## src/rtl/sn76489_pkg.sv

```systemverilog
// sn76489_pkg: register map, byte encoders and FSM states shared by the SN76489 writer
package sn76489_pkg;
  localparam logic [2:0] T1_FREQ = 3'd0, T1_ATTN = 3'd1, T2_FREQ = 3'd2, T2_ATTN = 3'd3;
  localparam logic [2:0] T3_FREQ = 3'd4, T3_ATTN = 3'd5, NOISE_CTL = 3'd6, NOISE_ATTN = 3'd7;
  localparam int LATCH_BIT = 0;
  typedef enum logic [1:0] {IDLE, LATCH, DATA, GAP} state_t;
  function automatic logic is_freq_reg(input logic [2:0] addr);
    return addr == T1_FREQ || addr == T2_FREQ || addr == T3_FREQ;
  endfunction
  function automatic logic [0:7] latch_byte(input logic [2:0] addr, input logic [3:0] lo);
    logic [0:7] b;
    b = {1'b0, addr, lo};
    b[LATCH_BIT] = 1'b1;
    return b;
  endfunction
  function automatic logic [0:7] data_byte(input logic [5:0] hi);
    return {2'b00, hi};
  endfunction
endpackage

```

## src/rtl/sn76489_cmd_fifo.sv

```systemverilog
// sn76489_cmd_fifo: command FIFO with registered ready (no full bypass)
module sn76489_cmd_fifo #(
  parameter int W = 13,
  parameter int AW = 2
) (
  input  logic         clk,
  input  logic         reset_n,
  input  logic         push,
  input  logic         pop,
  input  logic [W-1:0] wdata,
  output logic [W-1:0] rdata,
  output logic         ready,
  output logic         empty
);
  localparam int DEPTH = 2 ** AW;
  logic [W-1:0] mem [DEPTH];
  logic [AW-1:0] wp, rp;
  logic [AW:0] cnt, cnt_nx;
  logic do_push, do_pop;
  assign do_push = push & ready;
  assign do_pop = pop & !empty;
  assign cnt_nx = cnt + (AW+1)'(do_push) - (AW+1)'(do_pop);
  assign empty = cnt == '0;
  assign rdata = mem[rp];
  always_ff @(posedge clk or negedge reset_n)
    if (!reset_n) begin
      wp <= '0;
      rp <= '0;
      cnt <= '0;
      ready <= 1'b1;
    end else begin
      wp <= wp + AW'(do_push);
      rp <= rp + AW'(do_pop);
      cnt <= cnt_nx;
      ready <= cnt_nx != (AW+1)'(DEPTH);
    end
  always_ff @(posedge clk)
    if (do_push) mem[wp] <= wdata;
endmodule

```

## src/rtl/sn76489_writer.sv

```systemverilog
// sn76489_writer: serialises register commands into SN76489 latch/data byte strobes paced by clk_en
module sn76489_writer
  import sn76489_pkg::*;
#(
  parameter int FIFO_AW = 2,
  parameter int GAP_TICKS = 2,
  parameter int SKIP_REDUNDANT = 1
) (
  input  logic       clk,
  input  logic       reset_n,
  input  logic       clk_en,
  input  logic       cmd_valid,
  output logic       cmd_ready,
  input  logic [2:0] cmd_addr,
  input  logic [9:0] cmd_value,
  input  logic       psg_ready,
  output logic [0:7] d,
  output logic       ce_n,
  output logic       we_n,
  output logic       busy
);
  localparam int CW = $clog2(GAP_TICKS + 2);
  state_t state, state_nx;
  logic [12:0] head;
  logic empty, pop, load_data, strobe_nx, pend, gap_done;
  logic [2:0] hold_addr;
  logic [5:0] hold_hi;
  logic [5:0] shadow [4];
  logic [CW-1:0] gap_cnt;
  logic [0:7] d_nx;
  sn76489_cmd_fifo #(.W(13), .AW(FIFO_AW)) u_fifo (
    .clk(clk), .reset_n(reset_n), .push(cmd_valid), .pop(pop),
    .wdata({cmd_addr, cmd_value}), .rdata(head), .ready(cmd_ready), .empty(empty)
  );
  assign gap_done = gap_cnt == CW'(GAP_TICKS);
  assign busy = !empty || state != IDLE;
  assign we_n = ce_n;
  always_ff @(posedge clk or negedge reset_n)
    if (!reset_n) begin
      state <= IDLE;
      d <= '0;
      ce_n <= 1'b1;
      hold_addr <= '0;
      hold_hi <= '0;
      pend <= 1'b0;
      gap_cnt <= '0;
      for (int i = 0; i < 4; i++) shadow[i] <= '0;
    end else begin
      state <= state_nx;
      d <= d_nx;
      ce_n <= !strobe_nx;
      gap_cnt <= state != GAP ? '0 : gap_cnt + CW'(clk_en && !gap_done);
      if (pop) begin
        hold_addr <= head[12:10];
        hold_hi <= head[9:4];
      end
      // shadow mirrors what the PSG holds, so it only changes once the data byte is sampled
      if (state == LATCH && clk_en)
        pend <= is_freq_reg(hold_addr) && (SKIP_REDUNDANT == 0 || hold_hi != shadow[hold_addr[2:1]]);
      if (state == DATA && clk_en) begin
        pend <= 1'b0;
        shadow[hold_addr[2:1]] <= hold_hi;
      end
    end
  always_comb
    state_nx = state == IDLE ? (pop ? LATCH : IDLE) :
               state == GAP  ? (!gap_done ? GAP : !pend ? IDLE : psg_ready ? DATA : GAP) :
               (clk_en ? GAP : state);
  always_comb begin
    pop = state == IDLE && !empty && psg_ready;
    load_data = state == GAP && gap_done && pend && psg_ready;
    strobe_nx = pop || load_data || ((state == LATCH || state == DATA) && !clk_en);
    d_nx = pop ? latch_byte(head[12:10], head[3:0]) : load_data ? data_byte(hold_hi) : d;
  end
endmodule

```

## config.mk

```make
export PLATFORM = sky130hd
export DESIGN_NAME = sn76489_writer
export DESIGN_NICKNAME = d
export VERILOG_FILES = /design/src/rtl/sn76489_pkg.sv /design/src/rtl/sn76489_cmd_fifo.sv /design/src/rtl/sn76489_writer.sv
export SDC_FILE = /design/constraint.sdc
export NUM_CORES = 1
export LEC_CHECK = 0
export BUFFER_PORTS_ARGS = -buffer_cell sky130_fd_sc_hd__clkbuf_2
export CAP_MARGIN = 0
export CORE_ASPECT_RATIO = 2
export CORE_MARGIN = 2
export CORE_UTILIZATION = 45
export DETAILED_ROUTE_END_ITERATION = 12
export HOLD_SLACK_MARGIN = 0.06
export SLEW_MARGIN = 20
export SYNTH_ARGS = -nofsm -noshare
export SYNTH_HDL_FRONTEND = slang
export SYNTH_HIERARCHICAL = 1
export SYNTH_SLANG_ARGS = --single-unit
```

## constraint.sdc

```tcl
create_clock -name clk -period 3.35 [get_ports clk]
set_clock_uncertainty 0.15 [all_clocks]
set_input_delay 0.67 -clock clk [delete_from_list [all_inputs] [get_ports clk]]
set_output_delay 0.67 -clock clk [all_outputs]
set_load 0.03 [all_outputs]
```

==> Word-level counts from Yosys, hierarchy flattened <==
Memories as Yosys holds them, arrays and structs flattened.
Index checks and enable logic that the tools add are counted.
{ "word_totals": {"regBits": 55, "ram_bits": 52, "n_memories": 1} }
{ "mem_list": {"columns": ["memory", "depth", "word_bits", "read_ports", "rd_ports_with_merged_regs", "write_ports", "line", "rtl"], "rows": [
  ["u_fifo.mem", 4, 13, 1, 0, 1, "sn76489_cmd_fifo.sv:16", "logic [W-1:0] mem [DEPTH];"]
]} }
{ "classes": {"add_sub_neg": 5, "order_cmp": 2, "n_eq_ne": 9, "n_mux": 20, "bitwise": 3, "n_reduce_logical": 28} }
{ "op_table": {"columns": ["op", "n"], "rows": [
  ["bitwise mux 24 bit", 1],
  ["2-to-1 mux 6 bit", 3],
  ["2-to-1 mux 8 bit", 2],
  ["binary-select mux 6 bit (select 2 bit)", 1],
  ["demux 6 bit (select 2 bit)", 1],
  ["2-to-1 mux 2 bit", 6],
  ["logical AND 1 bit", 11],
  ["adder 2 x 1 -> 2 bit", 3],
  ["equality test 2 bit (second input constant)", 3],
  ["logical NOT 3 bit", 2],
  ["logical OR 1 bit", 6],
  ["2-to-1 mux 1 bit", 6],
  ["!= test 6 bit", 1],
  ["nonzero test 2 bit", 3],
  ["logical NOT 1 bit", 4],
  ["adder 3 x 1 -> 3 bit", 1],
  ["equality test 3 x 2 -> 1 bit (second input constant)", 1],
  ["equality test 3 bit (second input constant)", 1],
  [">= comparator 3 bit (second input constant)", 1],
  ["less-than comparator 3 x 1 -> 1 bit (second input constant)", 1],
  ["!= test 3 bit (second input constant)", 1],
  ["NOT 2 -> 3 bit", 1],
  ["nonzero test 3 bit", 1],
  ["subtractor 3 x 1 -> 3 bit", 1],
  ["4 further kinds", 5]
]} }

==> Logic depth before layout (Yosys ltp) <==
Gate-level depths: netlist (run 1).
{ "logic_depth": {"word_depth": 8, "mapped_depth": 13, "depth_no_buf": 12} }

==> Cells and area by module <==
Netlist (run 1), hierarchy kept.
{ "modules_own_cells": {"columns": ["module", "instances", "cells_each", "area_each_um2", "seq_area_each_um2"], "rows": [
  ["sn76489_cmd_fifo", 1, 97, 2297.2, 1762.9],
  ["sn76489_writer", 1, 176, 2179.6, 1177.4]
]} }

==> Worst setup path before layout (run 1) <==
Ideal clock, no wire load.
{ "synth_timing": {"kind": "register to register", "from": "register state[0]", "to": "register u_fifo.ready", "arrival_ns": 2.499, "slack_ns": 0.617, "path_stages_with_launch": 14, "period_less_slack_ns": 2.733, "path_cell_list": "dfrtp_1 inv_1 ha_1 nand2_1 or2_2 inv_1 buf_2 o31ai_2 xor2_1 ha_1 inv_1 fa_1 xor3_1 nand3b_1"} }
{ "synth_between": {"elab_chain_cells": 6} }
{ "synth_lines": {"columns": ["element", "line", "rtl"], "rows": [
  ["start, declared", "sn76489_writer.sv:23", "state_t state, state_nx;"],
  ["start signal, assigned", "sn76489_writer.sv:49", "state <= state_nx;"],
  ["logical NOT 2 bit", "sn76489_writer.sv:70", "pop = state == IDLE && !empty && psg_ready;"],
  ["logical AND 1 bit (2 in series)", "sn76489_writer.sv:70", null],
  ["bitwise AND 1 bit", "sn76489_cmd_fifo.sv:21", "assign do_pop = pop & !empty;"],
  ["subtractor 3 x 1 -> 3 bit", "sn76489_cmd_fifo.sv:22", "assign cnt_nx = cnt + (AW+1)'(do_push) - (AW+1)'(do_pop);"],
  ["named net u_fifo.cnt_nx[2]", "sn76489_cmd_fifo.sv:18", "logic [AW:0] cnt, cnt_nx;"],
  ["!= test 3 bit", "sn76489_cmd_fifo.sv:35", "ready <= cnt_nx != (AW+1)'(DEPTH);"],
  ["end signal, assigned", "sn76489_cmd_fifo.sv:35", null],
  ["end, declared", "sn76489_cmd_fifo.sv:12", "output logic ready,"]
]} }
The timed path passes the listed nets, and every way through them passes these cells.
A chain may end at the register's enable or synchronous reset.

==> Worst setup path after layout (run 1) <==
{ "layout_timing": {"from": "register state[1]", "to": "register u_fifo.ready"} }
Same word-level chain as after synthesis.

==> results of run 1 <==
-- worst max-delay path: stages (launching register included) --
cell,delay [ns]
dfrtp_1,0.42
inv_1,0.10
ha_1,0.22
nand2_1,0.06
or2_2,0.39
inv_1,0.12
o31ai_2,0.10
xor2_1,0.15
ha_1,0.15
inv_1,0.05
fa_1,0.35
xor3_1,0.40
nand3b_1,0.08
-- cell usage in the layout, fill, tap and decap left out, types with 2 or more instances in the layout --
cell       count
dfrtp_1       53
edfxtp_1      52
nand2_1       38
clkbuf_2      29
mux2_2        24
mux4_2        13
xor2_1         9
clkbuf_16      9
inv_1          8
o21ai_0        7
ha_1           7
mux2i_1        6
mux4_1         6
buf_4          6
nor3_1         5
nor2b_1        3
and2_1         3
inv_6          3
and4_1         2
nor3_2         2
nand3b_1       2
dfstp_2        2
xnor2_1        2
nor3b_2        2
-- power by group --
part	internal (mW)	switching, mW	total (mW)
logic	0.455	0.422	0.877
clock network	0.594	0.475	1.07
registers	1.69	0.306	2.00
total	2.74	1.20	3.95
-- stage by stage --
| step | util [%] | hold WS (ns) | std cells | instance area, sq um | setup slack, ns |
|---|---|---|---|---|---|
| floorplan | - | 0.224 | 273 | 4480 | 0.617 |
| finish | 52.3 | 0.266 | 445 | 5070 | 0.516 |
| detailed placement | 49.1 | 0.323 | 429 | 4760 | 0.466 |
| CTS | 52.3 | 0.294 | 445 | 5070 | 0.502 |
| global placement | 49.1 | 0.325 | 429 | 4760 | 0.536 |
| global route | 52.3 | 0.320 | 445 | 5070 | 0.362 |
-- metal layers --
layer | track usage, % | routed length (um) | share of wire, %
met5 | 0 | 0 | 0
met4 | 5.63 | 106 | 1.4
met2 | 28.6 | 4490 | 59
met3 | 2.85 | 151 | 2.0
met1 | 18.2 | 2920 | 38
-- flip-flops by register name (all words and copies together) (netlist names) --
signal / flops
u_fifo/mem: 52
shadow: 24
d: 8
hold_hi: 6
hold_addr: 3
u_fifo/cnt: 3
gap_cnt: 2
state: 2
u_fifo/rp: 2
u_fifo/wp: 2
ce_n: 1
pend: 1
u_fifo/ready: 1
-- cell type report --
class | instances | area [sq um] | area share (%)
timing repair buffer | 35 | 190 | 3.75
inverter | 8 | 30.0 | 0.592
clock inverter | 7 | 83.8 | 1.65
multi-input combinational | 147 | 1440 | 28.4
tap | 132 | 165 | 3.26
clock buffer | 9 | 225 | 4.44
sequential | 107 | 2940 | 58.0
-- cells by family after synthesis --
kind of cell | after synthesis
XOR/XNOR | 12
adder cells (fa/ha/maj) | 8
flip-flops | 107
AND/OR/NAND/NOR | 62
multiplexers | 49
buffers and inverters | 19
AO/OA/AOI/OAI | 16
-- worst min path at each step --
stage / start / to / slack [ns] / cells after the start
floorplan: reset_n / d[0]$_DFFE_PN0P_ / 0.22 / 0
global placement: hold_addr[0]$_DFFE_PN0P_ / hold_addr[0]$_DFFE_PN0P_ / 0.32 / 2
detailed placement: hold_addr[0]$_DFFE_PN0P_ / hold_addr[0]$_DFFE_PN0P_ / 0.32 / 2
CTS: reset_n / shadow[23]$_DFFE_PN0P_ / 0.29 / 1
global route: reset_n / shadow[23]$_DFFE_PN0P_ / 0.32 / 1
finish: reset_n / shadow[23]$_DFFE_PN0P_ / 0.27 / 1
==> key figures, run 1 <==
Global routing
  • Total track usage: 15.9%
  • Largest net degree at the start of global routing: 33
  • Global-route wire length before repair: 12.8 mm
  • Vias in the first global route: 2497
  • Initial antenna violation count: 0
  • GRT overflow: 0

Detailed routing
  • DRT iter0 DRCs: 102
  • Vias/cell: 5.09
  • DR DRC count: 0
  • 1st-pass router iterations: 4
  • Avg WL per Cell: 17.2 um
  • Post-route ant nets: 0
  • Routed WL: 7.66 mm
  • Vias post-DR: 2267

Setup path
  • CP Capture Point: u_fifo/ready$_DFF_PN1_
  • Crit path DAT: 2.95 ns
  • R2R setup slack: 0.52 ns
  • R2R cell count: 12
  • Critical path peak fanout: 13
  • R2r endpoint: u_fifo/ready$_DFF_PN1_
  • Reg2Reg Launch Point: state[1]$_DFFE_PN0P_
  • Required @ worst endpoint: 3.46 ns
  • Critical path class: flop to flop
  • CP Launch Type: flop
  • Setup crit end kind: flop
  • Crit. Startpoint: state[1]$_DFFE_PN0P_

Floorplanning
  • IO Pins: 30
  • Rows: 51
  • Core area: 9700 sq um
  • Die X: 74.5 um
  • Die height: 145 um
  • Initial Utilization: 46.2%
  • Die ar.: 10800 sq um

Logic synthesis
  • Area leader, netlist: edfxtp_1
  • Top cells by area, synth: edfxtp_1 (35%), dfrtp_1 (30%), mux4_2 (6.5%)
  • Largest family of logic cells by synthesized area: multiplexers
  • Synth top cells by count: dfrtp_1 (53), edfxtp_1 (52), nand2_1 (38)
  • Syn nets: 299
  • Synth Cell Area: 4480 sq um
  • Sequential fraction of the synthesis area: 65.7%
  • Yosys warnings: 6
  • Xor and xnor area share after synthesis: 2.68%
  • Post-synthesis mux area share: 17.4%
  • Post-synth ARST share: 51.4%
  • Synth Flop Type: dfrtp_1
  • Simple-Gate Fraction of Synth Area: 6.79%
  • EDFF count, synth: 52
  • Avg Cell Area, Syn: 16.4 sq um
  • Post-Synthesis Cells: 273
  • Netlist cell types: 41
  • Adder-cell area share of the yosys netlist: 2.40%
  • Post-synth top area share: 34.9%
  • Complex-gate fraction of the synthesized area: 2.49%
  • FF+latch count, synth: 107
  • Most frequent cell after synthesis: dfrtp_1

Clocking
  • TritonCTS buffer count: 9
  • CTS tree: done
  • Root Buffer: clkbuf_16
  • Post-cts resize count: 0
  • CTS H-Tree Depth: 3
  • Postcts setup bufs: 0
  • Clock-pin slew on the worst setup and hold paths: 0.07 ns
  • Sinks on Clock Net: 107
  • Clock Latency Late Sink: 0.34 ns
  • Hold Buf Count CTS: 0
  • Deepest clock path buffer count: 2

Worst hold path
  • Worst min path class: primary input to asynchronous set/reset pin

Power and ir drop
  • Power Total: 3.95 mW
  • Leakage power: 2.15 nW
  • Power density over the cells: 778 nW/um^2
  • Maximum vdd drop: 424 uV

STA
  • RSZ-0062 raised after global routing: false
  • Hold Vio Cnt, Final: 0
  • Least-Margin Pin Slew: 0.875 ns
  • Final period utilization: 84.6%
  • Max frequency: 0.353 GHz
  • Setup violators final: 0
  • Setup TNS: 0 ns
  • Post-layout minimum cycle time: 2.83 ns
  • Slew margin rel.: 41.7%
  • Slew Limit Fails: 0

Placement
  • GPL Wtd Cong: 0.707
  • PortBufs: 29
  • Post-DP HPWL: 5.52 mm

Final layout
  • Fillers: 847
  • # diodes: 0
  • Nets: 334
  • Area Overhead vs Synth: 13.3%
  • Share of cells above drive strength 1: 31.0%

Outcome
  • Status: complete, no violations

Flow run
  • Max-cap violation count: 0
(Power assumes the default switching activity.)
==> run 2, diff against run 1 <==
==> constraint.sdc (replaced) <==
create_clock -name clk -period 2.6 [get_ports clk]
set_clock_uncertainty 0.15 [all_clocks]
set_input_delay 0.52 -clock clk [delete_from_list [all_inputs] [get_ports clk]]
set_output_delay 0.52 -clock clk [all_outputs]
set_load 0.03 [all_outputs]
==> key figures, run 2 (same netlist as run 1, synthesis figures left out) <==
STA
  • Hold Vio Cnt, Final: 0
  • Slew margin rel.: 59.5%
  • Setup violators final: 0
  • Final period utilization: 94.2%
  • Least-Margin Pin Slew: 0.608 ns
  • Setup TNS: 0 ns
  • Max frequency: 0.408 GHz
  • Post-layout minimum cycle time: 2.45 ns
  • Slew Limit Fails: 0
  • RSZ-0062 raised after global routing: false
  • Final WS setup: 0.152 ns

Final layout
  • Design area: 5130 sq um
  • Fillers: 851
  • Regs by FF count: u_fifo/mem: 52 flops, shadow: 24 flops, d: 8 flops
  • Nets: 341
  • Share of cells above drive strength 1: 32.8%
  • Most flop-heavy register: u_fifo/mem
  • Area Overhead vs Synth: 14.6%
  • Area of the multi-input gates: 1440 sq um
  • Most frequent cells in the layout: dfrtp_1 (53), edfxtp_1 (52), nand2_1 (38), clkbuf_2 (29), mux2_2 (24)
  • Commonest non-fill, non-tap cell in the layout: dfrtp_1
  • Sequential cell area: 2940 sq um
  • Max FFs per register: 52
  • Fin util: 52.9%
  • # diodes: 0

Setup path
  • Critical path's most frequent cell: inv_1
  • CP max-delay cell: dfrtp_1
  • Reg2Reg Launch Point: state[0]$_DFFE_PN0P_
  • Kind of cell adding the most delay to the critical path: adder cells
  • R2r endpoint: u_fifo/ready$_DFF_PN1_
  • Setup crit end kind: flop
  • Critical path peak fanout: 4
  • CP Launch Type: flop
  • Crit path DAT: 2.57 ns
  • CP Buf/Inv Count: 3
  • Required @ worst endpoint: 2.72 ns
  • Largest stage delay, worst path: 0.40 ns
  • Critical path class: flop to flop
  • R2R cell count: 12
  • CP cell instances: inv_1 -> ha_2 -> nand2_1 -> or2_2 -> inv_2 -> o31ai_2 -> xor2_1 -> ha_1 -> inv_1 -> fa_1 -> xor3_1 -> nand3b_1
  • R2R setup slack: 0.15 ns
  • WP depth: 12

Clocking
  • Clock-pin slew on the worst setup and hold paths: 0.07 ns
  • Clock Latency Late Sink: 0.34 ns
  • Root Buffer: clkbuf_16
  • TritonCTS buffer count: 9
  • Deepest clock path buffer count: 2
  • CTS tree: done
  • CTS H-Tree Depth: 3
  • Sinks on Clock Net: 107

Detailed routing
  • DRT iter0 DRCs: 144
  • Vias post-DR: 2303
  • 1st-pass router iterations: 4
  • Post-route ant nets: 0
  • Avg WL per Cell: 16.5 um
  • DR DRC count: 0
  • Routed WL: 7.47 mm
  • Vias/cell: 5.10

Global routing
  • Total track usage: 15.7%
  • GRT overflow: 0
  • Initial antenna violation count: 0
  • Largest net degree at the start of global routing: 22
  • Vias in the first global route: 2447
  • Global-route wire length before repair: 12.4 mm

Placement
  • Worst slack at placement: 0.142 ns
  • Post-DP HPWL: 5.39 mm
  • Placed inst area: 4800 sq um
  • GPL Wtd Cong: 0.750
  • PortBufs: 29

Power and ir drop
  • Leakage power: 2.18 nW
  • Maximum vdd drop: 828 uV
  • Power density over the cells: 994 nW/um^2
  • Power Total: 5.10 mW

Floorplanning
  • Die X: 74.5 um
  • Core area: 9700 sq um
  • Die ar.: 10800 sq um
  • Initial Utilization: 46.2%
  • Die height: 145 um
  • IO Pins: 30
  • Rows: 51

Worst hold path
  • Worst hold path cell count: 1
  • Worst min path class: primary input to flop
  • HP Start: cmd_value[3]
  • WHS Endpoint: u_fifo/mem[0][3]$_DFFE_PP_

Outcome
  • Status: complete, no violations

Flow run
  • Max-cap violation count: 0
[run 2: metrics by stage]
stage | hold slack [ns] | instances
after global placement | 0.318 | 433
final | 0.244 | 452
after global routing | 0.236 | 452
after detailed placement | 0.322 | 433
after CTS | 0.232 | 450
after floorplan | 0.0744 | 273
[run 2: final cells by class]
cell class                 instances  share of cell area [%]
sequential                       107                    57.3
multi-input combinational        147                    28.1
timing repair buffer              42                    4.78
clock buffer                       9                    4.39
tap                              132                    3.22
clock inverter                     7                    1.66
inverter                           8                   0.585
[run 2: worst max-delay path by stage]
stage	start	endpoint
floorplan	state[0]$_DFFE_PN0P_	u_fifo/ready$_DFF_PN1_
global placement	state[0]$_DFFE_PN0P_	u_fifo/ready$_DFF_PN1_
detailed placement	state[1]$_DFFE_PN0P_	u_fifo/ready$_DFF_PN1_
CTS	state[1]$_DFFE_PN0P_	u_fifo/ready$_DFF_PN1_
global route	state[0]$_DFFE_PN0P_	u_fifo/ready$_DFF_PN1_
finish	state[0]$_DFFE_PN0P_	u_fifo/ready$_DFF_PN1_
[run 2: per-layer routing]
layer | routed length (um) | global-route usage [%]
met5 | 0 | 0
met4 | 141 | 6.16
met3 | 181 | 3.54
met2 | 4340 | 27.3
met1 | 2800 | 17.9
[run 2: worst register-to-register path: cells and delay by family (launching register included)]
kind / cells / cell delay [ns]
AOI/OAI and AO/OA: 1 / 0.09
xor gates and xnor gates: 2 / 0.38
adders and majority gates: 3 / 0.73
buffers and inverters: 3 / 0.22
DFF: 1 / 0.40
and+or+nand+nor: 3 / 0.43
[run 2: power breakdown]
group / internal [mW] / switching, mW
Clock: 0.765 / 0.610
Sequential: 2.18 / 0.325
Combinational: 0.614 / 0.605
[run 2: what timing repair did]
| item | in CTS | in global routing |
|---|---|---|
| resized for setup | 0 | 0 |
| hold buffers | 1 | 0 |
| setup buffers | 0 | 2 |
| endpoints found under the hold margin | 15 | 0 |
| endpoints found under the setup margin | 0 | 1 |
==> run 3, diff against run 2 <==
--- a/config.mk
+++ b/config.mk
@@ -5,11 +5,12 @@
 export SDC_FILE = /design/constraint.sdc
 export NUM_CORES = 1
 export LEC_CHECK = 0
+export ABC_AREA = 1
 export BUFFER_PORTS_ARGS = -buffer_cell sky130_fd_sc_hd__clkbuf_2
 export CAP_MARGIN = 0
 export CORE_ASPECT_RATIO = 2
 export CORE_MARGIN = 2
-export CORE_UTILIZATION = 45
+export CORE_UTILIZATION = 30
 export DETAILED_ROUTE_END_ITERATION = 12
 export HOLD_SLACK_MARGIN = 0.06
 export SLEW_MARGIN = 20
==> key figures, run 3 <==
Final layout
  • Nets: 541
  • Regs by FF count: u_fifo/mem: 52 flops, shadow: 24 flops, d: 8 flops
  • Share of cells above drive strength 1: 13.7%
  • Area Overhead vs Synth: 13.7%
  • Fin util: 34.6%
  • Most frequent cells in the layout: nand2_1 (164), inv_1 (59), dfrtp_1 (53), edfxtp_1 (52), clkbuf_2 (29)
  • # diodes: 0
  • Max FFs per register: 52
  • Commonest non-fill, non-tap cell in the layout: nand2_1
  • Most flop-heavy register: u_fifo/mem

Power and ir drop
  • Maximum vdd drop: 518 uV
  • Power density over the cells: 1140 nW/um^2
  • Leakage power: 2.47 nW

Flow run
  • Max-cap violation count: 0

Logic synthesis
  • Post-synth ARST share: 51.4%
  • Yosys warnings: 6
  • Avg Cell Area, Syn: 9.80 sq um
  • Synth Flop Type: dfrtp_1
  • FF+latch count, synth: 107
  • Most frequent cell after synthesis: nand2_1
  • Syn nets: 511
  • Post-Synthesis Cells: 485
  • EDFF count, synth: 52
  • Top cells by area, synth: edfxtp_1 (33%), dfrtp_1 (28%), nand2_1 (13%)
  • Synth Cell Area: 4750 sq um
  • Area leader, netlist: edfxtp_1
  • Sequential fraction of the synthesis area: 61.9%
  • Netlist cell types: 29
  • Post-synth top area share: 32.9%
  • Synth top cells by count: nand2_1 (164), inv_1 (59), dfrtp_1 (53)

Clocking
  • Postcts setup bufs: 0
  • Hold Buf Count CTS: 0
  • CTS tree: done
  • Deepest clock path buffer count: 2
  • Post-cts resize count: 0
  • Clock-pin slew on the worst setup and hold paths: 0.08 ns
  • CTS H-Tree Depth: 3
  • Root Buffer: clkbuf_16
  • Sinks on Clock Net: 107
  • Clock Latency Late Sink: 0.35 ns
  • TritonCTS buffer count: 9

Global routing
  • Total track usage: 11.0%
  • GRT overflow: 0
  • Vias in the first global route: 2970
  • Global-route wire length before repair: 14.7 mm
  • Largest net degree at the start of global routing: 57
  • Initial antenna violation count: 0

Detailed routing
  • Vias/cell: 4.29
  • Vias post-DR: 3092
  • Avg WL per Cell: 12.0 um
  • DR DRC count: 0
  • Post-route ant nets: 0
  • Routed WL: 8.64 mm
  • DRT iter0 DRCs: 157
  • 1st-pass router iterations: 4

STA
  • Setup TNS: 0 ns
  • Hold Vio Cnt, Final: 0
  • Least-Margin Pin Slew: 0.710 ns
  • Slew Limit Fails: 0
  • Setup violators final: 0
  • Final period utilization: 90.4%
  • Final WS setup: 0.249 ns
  • Post-layout minimum cycle time: 2.35 ns
  • Slew margin rel.: 52.7%
  • Max frequency: 0.425 GHz
  • Hold WS: 0.159 ns
  • RSZ-0062 raised after global routing: false

Placement
  • Worst slack at placement: 0.248 ns
  • Post-DP HPWL: 5.93 mm
  • GPL Wtd Cong: 0.729
  • PortBufs: 29

Setup path
  • R2R setup slack: 0.25 ns
  • Crit. Startpoint: u_fifo/cnt[1]$_DFF_PN0_
  • Critical path peak fanout: 6
  • Reg2Reg Launch Point: u_fifo/cnt[1]$_DFF_PN0_
  • Required @ worst endpoint: 2.69 ns
  • Setup crit end kind: flop
  • CP Launch Type: flop
  • R2R cell count: 11
  • Critical path class: flop to flop
  • Crit path DAT: 2.44 ns
  • R2r endpoint: u_fifo/cnt[2]$_DFF_PN0_

Floorplanning
  • Die height: 182 um
  • Core area: 15600 sq um
  • IO Pins: 30
  • Rows: 65
  • Initial Utilization: 30.4%
  • Die ar.: 16900 sq um
  • Die X: 93.0 um

Worst hold path
  • Worst min path class: primary input to asynchronous set/reset pin

Outcome
  • Status: complete, no violations
## run 3: cell count changes after synthesis, sizes merged, moves of 6 or more
cell | before | now
nand2 | 38 | 164
inv | 8 | 61
o21ai | 7 | 35
mux2 | 24 | 0
nor2 | 1 | 24
a21oi | 1 | 21
o211ai | 0 | 20
mux4 | 19 | 0
nand3 | 1 | 13
buf | 9 | 17
xor2 | 9 | 1
mux2i | 6 | 0
## run 3: worst max path at each step
stage	to	depth (start not counted)
2_1_floorplan	u_fifo/cnt[2]$_DFF_PN0_	12
3_3_place_gp	u_fifo/cnt[2]$_DFF_PN0_	11
3_5_place_dp	u_fifo/cnt[2]$_DFF_PN0_	11
4_1_cts	u_fifo/cnt[2]$_DFF_PN0_	11
5_1_grt	u_fifo/cnt[2]$_DFF_PN0_	11
6_report	u_fifo/cnt[2]$_DFF_PN0_	11
## run 3: report_power, final
part           leakage (nW)  internal, mW  switching (mW)
sequential             1.15          2.35           0.299
clock                 0.151         0.692           0.673
combinational          1.17         0.716            1.43
total                  2.47          3.76            2.40
## run 3: per-stage QoR
stage                     area [sq um]  power [mW]  std cells
final                             5400        6.16        721
after global routing              5400        6.70        721
after CTS                         5400        6.25        721
after detailed placement          5090        4.86        705
after global placement            5090        4.80        705
after floorplan                   4750        4.37        485
## run 3: cells by family (layout without fill, tap and decap cells)
family,after synthesis,after routing,synth area share [%]
xor+xnor,1,1,0.184
simple gates,211,211,17.8
buf+inv,80,115,7.95
flops,107,107,61.9
fa+ha+maj,8,8,2.26
compound gates,78,78,9.95
## run 3: cell type report
cell class | count | area, sq um
Clock buffer | 9 | 225
Clock inverter | 7 | 83.8
Fill cell | 1609 | 10200
Inverter | 61 | 229
Multi-Input combinational cell | 298 | 1460
Sequential cell | 107 | 2940
Tap cell | 201 | 251
Timing Repair Buffer | 38 | 213
## run 3: worst max-delay path, stage by stage (launching register included)
cell and delay (ns):
dfrtp_1 0.42, nor2_1 0.07, nand2_1 0.15, inv_1 0.11, nor3_4 0.22, nand3_1 0.12
nand2_1 0.09, ha_1 0.13, inv_1 0.04, fa_1 0.38, nand3b_1 0.19, and2_1 0.17
## run 3: layer usage
layer / vias up / GRT usage (%) / share of wire, %
li1: 1638 / - / -
met1: 1406 / 14.1 / 46
met2: 40 / 18.0 / 50
met3: 8 / 2.41 / 2.8
met4: 0 / 4.12 / 1.2
met5: - / 0 / 0
